==> src/rtl/buzzer_arbiter_pkg.sv <==
// Shared definitions for the buzzer arbiter: grant encodings, silence code,
// note frequencies and the arbitration state type.
package buzzer_arbiter_pkg;

  localparam int unsigned HZ_W = 12;

  localparam logic [1:0] GNT_NONE  = 2'd0;
  localparam logic [1:0] GNT_MUSIC = 2'd1;
  localparam logic [1:0] GNT_BEEP  = 2'd2;
  localparam logic [1:0] GNT_ALARM = 2'd3;

  localparam logic [HZ_W-1:0] NO_VOICE = 12'd0;

  localparam logic [HZ_W-1:0] NOTE_C4 = 12'd262;
  localparam logic [HZ_W-1:0] NOTE_E4 = 12'd330;
  localparam logic [HZ_W-1:0] NOTE_G4 = 12'd392;
  localparam logic [HZ_W-1:0] NOTE_A4 = 12'd440;
  localparam logic [HZ_W-1:0] NOTE_C5 = 12'd523;
  localparam logic [HZ_W-1:0] NOTE_A5 = 12'd880;
  localparam logic [HZ_W-1:0] NOTE_B5 = 12'd988;

  typedef enum logic [1:0] {
    ST_IDLE,
    ST_MUSIC,
    ST_BEEP,
    ST_ALARM
  } arb_state_t;

  function automatic logic [1:0] grant_of(arb_state_t s);
    case (s)
      ST_MUSIC: return GNT_MUSIC;
      ST_BEEP:  return GNT_BEEP;
      ST_ALARM: return GNT_ALARM;
      default:  return GNT_NONE;
    endcase
  endfunction

endpackage

==> src/rtl/buzzer_arbiter_tick.sv <==
// Free-running millisecond tick: one-cycle pulse every CLK_PER_MS clocks.
module ms_tick_gen #(
  parameter int unsigned CLK_PER_MS = 100_000
) (
  input  logic clk,
  input  logic rst,
  output logic tick
);

  localparam int unsigned CNT_W = (CLK_PER_MS > 1) ? $clog2(CLK_PER_MS) : 1;
  localparam logic [CNT_W-1:0] CNT_MAX = CNT_W'(CLK_PER_MS - 1);

  logic [CNT_W-1:0] cnt;

  always_ff @(posedge clk) begin
    if (rst)                 cnt <= '0;
    else if (cnt == CNT_MAX) cnt <= '0;
    else                     cnt <= cnt + CNT_W'(1);
  end

  assign tick = (cnt == CNT_MAX);

endmodule

==> src/rtl/buzzer_arbiter.sv <==
// Priority arbiter for the single buzzer: ALARM > key BEEP > MUSIC.
// Every output is registered from the next-state decision.
module buzzer_arbiter
  import buzzer_arbiter_pkg::*;
#(
  parameter int unsigned CLK_PER_MS = 100_000,
  parameter int unsigned BEEP_MS    = 100
) (
  input  logic        clk,
  input  logic        rst,
  input  logic        alarm_req,
  input  logic [11:0] alarm_hz,
  input  logic        beep_start,
  input  logic [11:0] beep_hz,
  input  logic        music_req,
  input  logic [11:0] music_hz,
  output logic [11:0] hz_out,
  output logic [1:0]  grant,
  output logic        music_hold,
  output logic        beep_busy
);

  localparam logic [11:0] BEEP_LOAD = 12'(BEEP_MS);

  arb_state_t  state, state_nxt;
  logic        tick;
  logic        start_ok;
  logic        beep_pending, pending_nxt;
  logic [11:0] beep_tone, tone_nxt;
  logic [11:0] beep_timer, timer_nxt;
  logic [11:0] hz_nxt;
  logic        hold_nxt;
  logic        busy_nxt;

  ms_tick_gen #(.CLK_PER_MS(CLK_PER_MS)) u_tick (
    .clk  (clk),
    .rst  (rst),
    .tick (tick)
  );

  // Beep requests are dropped outright while the alarm owns the buzzer.
  assign start_ok = beep_start && !alarm_req && (state != ST_ALARM);

  always_comb begin
    state_nxt   = state;
    pending_nxt = beep_pending;
    tone_nxt    = beep_tone;
    timer_nxt   = beep_timer;

    if (alarm_req) begin
      state_nxt = ST_ALARM;
      timer_nxt = '0;
    end else if (state == ST_BEEP) begin
      if (beep_start) begin
        tone_nxt  = beep_hz;
        timer_nxt = BEEP_LOAD;
      end else if (tick) begin
        if (beep_timer <= 12'd1) begin
          timer_nxt = '0;
          state_nxt = music_req ? ST_MUSIC : ST_IDLE;
        end else begin
          timer_nxt = beep_timer - 12'd1;
        end
      end
    end else begin
      if (start_ok) begin
        pending_nxt = 1'b1;
        tone_nxt    = beep_hz;
      end
      if (start_ok || beep_pending) state_nxt = ST_BEEP;
      else if (music_req)           state_nxt = ST_MUSIC;
      else                          state_nxt = ST_IDLE;
    end

    // Entry into BEEP consumes the pending request and arms the full duration.
    if (state_nxt == ST_BEEP && state != ST_BEEP) begin
      pending_nxt = 1'b0;
      timer_nxt   = BEEP_LOAD;
    end

    case (state_nxt)
      ST_ALARM: hz_nxt = alarm_hz;
      ST_BEEP:  hz_nxt = tone_nxt;
      ST_MUSIC: hz_nxt = music_hz;
      default:  hz_nxt = NO_VOICE;
    endcase

    hold_nxt = music_req && (state_nxt != ST_MUSIC);
    busy_nxt = pending_nxt || (state_nxt == ST_BEEP);
  end

  always_ff @(posedge clk) begin
    if (rst) begin
      state        <= ST_IDLE;
      beep_pending <= 1'b0;
      beep_tone    <= NO_VOICE;
      beep_timer   <= '0;
      hz_out       <= NO_VOICE;
      grant        <= GNT_NONE;
      music_hold   <= 1'b0;
      beep_busy    <= 1'b0;
    end else begin
      state        <= state_nxt;
      beep_pending <= pending_nxt;
      beep_tone    <= tone_nxt;
      beep_timer   <= timer_nxt;
      hz_out       <= hz_nxt;
      grant        <= grant_of(state_nxt);
      music_hold   <= hold_nxt;
      beep_busy    <= busy_nxt;
    end
  end

endmodule

==> config.mk <==
export PLATFORM = sky130hd
export DESIGN_NAME = buzzer_arbiter
export DESIGN_NICKNAME = d
export VERILOG_FILES = /design/src/rtl/buzzer_arbiter_pkg.sv /design/src/rtl/buzzer_arbiter_tick.sv /design/src/rtl/buzzer_arbiter.sv
export SDC_FILE = /design/constraint.sdc
export NUM_CORES = 1
export LEC_CHECK = 0
export BUFFER_PORTS_ARGS = -buffer_cell sky130_fd_sc_hd__buf_2
export CELL_PAD_IN_SITES_DETAIL_PLACEMENT = 1
export CELL_PAD_IN_SITES_GLOBAL_PLACEMENT = 2
export CORE_UTILIZATION = 35
export DETAILED_ROUTE_END_ITERATION = 10
export HOLD_SLACK_MARGIN = 0.15
export PLACE_DENSITY = 0.95
export SKIP_CTS_REPAIR_TIMING = 1
export SLEW_MARGIN = 15
export SYNTH_ARGS = -nofsm -noshare
export SYNTH_HDL_FRONTEND = slang
export SYNTH_SLANG_ARGS = --single-unit
==> constraint.sdc <==
create_clock -name clk -period 3.9 [get_ports clk]
set_clock_uncertainty 0.2 [all_clocks]
set_input_delay 0.39 -clock clk [delete_from_list [all_inputs] [get_ports clk]]
set_output_delay 0.39 -clock clk [all_outputs]
set_load 0.05 [all_outputs]
==> flow_summary.json <==
{
  "min_period_over_period_pct": 65.25,
  "first_global_vias": 2629,
  "core_area_sq_um": 7767,
  "yosys_warnings": 0,
  "ys_types": 45,
  "ir_drop_mv": 0.1779,
  "synthCells": 316,
  "drt-pass1-iter-count": 5,
  "yosysSeqAreaShare_pct": 42.37,
  "hold_violations": 0,
  "status": "complete, no violations",
  "cts_root_buffer": "clkbuf_8",
  "leakagePower_nw": 1.365,
  "max_freq_ghz": 0.3930,
  "drt_iter0_drc": 137,
  "worstMarginPinSlew_ps": 902.9,
  "rsz0062_at_grt": "no",
  "place_hpwl_mm": 5.498,
  "crit_arrival_ps": 2540,
  "drt_wl_total_mm": 7.555,
  "clkLatencyLatePin_ps": 350,
  "drive_gt1_share_pct": 24.53,
  "p_comb_share_pct": 15.0,
  "layout_common_cells": "dfxtp_1 (60), buf_2 (56), nor2_1 (34), o21ai_0 (22), a21oi_1 (21)",
  "cts_buffers": 9,
  "cts.sinks": 60,
  "power_mw": 1.513,
  "final_common_cell": "dfxtp_1",
  "p_per_area_nw_per_um2": 444.4,
  "required_ps": 3900,
  "synth.largest_area_cell": "dfxtp_1",
  "num_io_pins": 57,
  "routedWlPerCell_um": 15.97,
  "rows": 32,
  "dieArea_sq_um": 8465,
  "gp_congestion": 0.8363,
  "n_antenna_cell": 0,
  "ant_nets": 0,
  "synthFlopType": "dfxtp_1",
  "viasPerCell": 5.493,
  "initial_core_util_pct": 36.50,
  "grt_pass1_wl_mm": 12.74,
  "die_x_um": 92.01,
  "htreeDepth": 3,
  "crit_path_end_kind": "flip-flop",
  "cp-start-kind": "flip-flop",
  "cts_tree": "yes",
  "synth_top_area_share_pct": 42.37,
  "synth_area_leaders": "dfxtp_1 (42%), mux2_2 (4.8%), nor2_1 (4.5%)",
  "final_nets": 411,
  "cts_buffer_depth": 2,
  "synth_seq_cells": 60,
  "io_buffers": 56,
  "grt_max_degree": 20,
  "finalSetupViolCount": 0,
  "synth-edff-count": 0,
  "p_sw_share_pct": 26.43,
  "setup_tns_ps": 0,
  "via_count": 2598,
  "mappedNetlistNets": 360,
  "die_height_um": 92.01,
  "overflow": 0,
  "antenna_found_initial": 0,
  "cp_max_fo": 12,
  "cts.clk_slew.worst_paths_ps": 70,
  "p_switching_uw": 399.9,
  "fin_crit_ps": 2545,
  "slew_viol_final": 0,
  "syn-cell-area_sq_um": 2835,
  "critical_path_class": "flip-flop to flip-flop",
  "drv_cap": 0,
  "areaGrowthSynthToFinish_pct": 20.08,
  "hp-class": "input pin to flip-flop",
  "avgSynthCellArea_sq_um": 8.972,
  "track_usage_pct": 19.12,
  "clock_power_share_pct": 41.7,
  "p_int_mw": 1.113,
  "p_seq_share_pct": 43.3,
  "slew_headroom_pct": 39.81,
  "async_reset_ff_share_pct": 0,
  "drc": 0
}
==> routing by layer <==
layer  track usage, %  share of wire [%]  up-vias
met2            33.02                 49       67
met5                0                  0        -
met1            23.01                 44     1265
met4            7.682                1.7        0
met3            4.063                5.0       12
li1                 -                  -     1254
==> synthesized netlist by cell type, types with 2 or more instances <==
library cell	n
nor4_1	4
and2_1	13
xnor2_1	12
ha_1	3
nand3_1	7
a32o_1	2
dfxtp_1	60
nor4bb_1	3
nor3_1	10
nand2b_1	2
a222oi_1	12
o22ai_1	2
or3_1	8
o21ai_0	22
or2_2	2
or4_1	2
and3_1	14
nor2b_1	2
mux2_2	12
nand2_1	9
a211oi_1	2
inv_1	8
nand4_1	5
nor2_1	34
nor4b_1	2
clkbuf_1	14
nor3b_1	2
and4_1	4
xor2_1	7
o21bai_1	2
a21oi_1	21
==> cell families after synthesis <==
group,after synthesis,synth area share [%]
simple gates,127,25.46
compound gates,69,16.33
flops,60,42.37
buf+inv,26,3.883
xor+xnor,19,5.869
mux,12,4.766
fa+ha+maj,3,1.324
==> cell type report <==
class,count,area [sq um]
well taps,102,127.6
fillers,936,4363
clock buffers,11,151.4
inverters,8,30.03
clock inverters,4,72.57
multi-input cells,230,1524
repair buffers,58,297.8
flip-flops and latches,60,1201
==> final timing paths <==
path | startpoint | endpoint | slack (ps) | cells past startpoint
max | beep_timer[5]$_SDFFE_PP0P_ | hz_out[0]$_SDFF_PP0_ | 1360 | 5
min | music_hz[11] | hz_out[11]$_SDFF_PP0_ | 150 | 3
max reg2reg | beep_timer[5]$_SDFFE_PP0P_ | hz_out[0]$_SDFF_PP0_ | 1360 | 5
min reg2reg | u_tick.cnt[0]$_SDFF_PP0_ | u_tick.cnt[0]$_SDFF_PP0_ | 270 | 1
==> sequential cells by signal, indices dropped and copies added, names as in the netlist <==
signal	count
state	2
grant	2
beep_busy	1
beep_pending	1
beep_tone	12
hz_out	12
beep_timer	12
music_hold	1
u_tick.cnt	17
==> power by group through the flow <==
| stage | Sequential [mW] | Clock [mW] | Combinational [mW] |
|---|---|---|---|
| finish | 0.655 | 0.631 | 0.227 |
| global route | 0.658 | 0.672 | 0.248 |
| CTS | 0.655 | 0.647 | 0.228 |
| detailed placement | 0.669 | 0 | 0.227 |
| global placement | 0.668 | 0 | 0.223 |
| floorplan | 0.708 | 0 | 0.121 |
==> per-stage QoR <==
step	cell area (sq um)	util [%]	setup slack, ps	hold WS, ps	cells
after detailed placement	3171	40.82	1378	258.7	457
final	3405	43.83	1355	145.5	473
after global routing	3405	43.83	1148	150.1	473
after CTS	3395	43.70	1346	127.3	472
after floorplan	2835	-	1698	226.1	316
after global placement	3171	40.82	1415	239.3	457
==> worst max-delay path, stage by stage (launching register included) <==
cell and delay (ps):
dfxtp_1 350, or4_4 580, nor4_4 420, a31oi_2 240
o31ai_4 510, a21oi_1 90
Note: power is estimated with default switching activity, not from simulation.
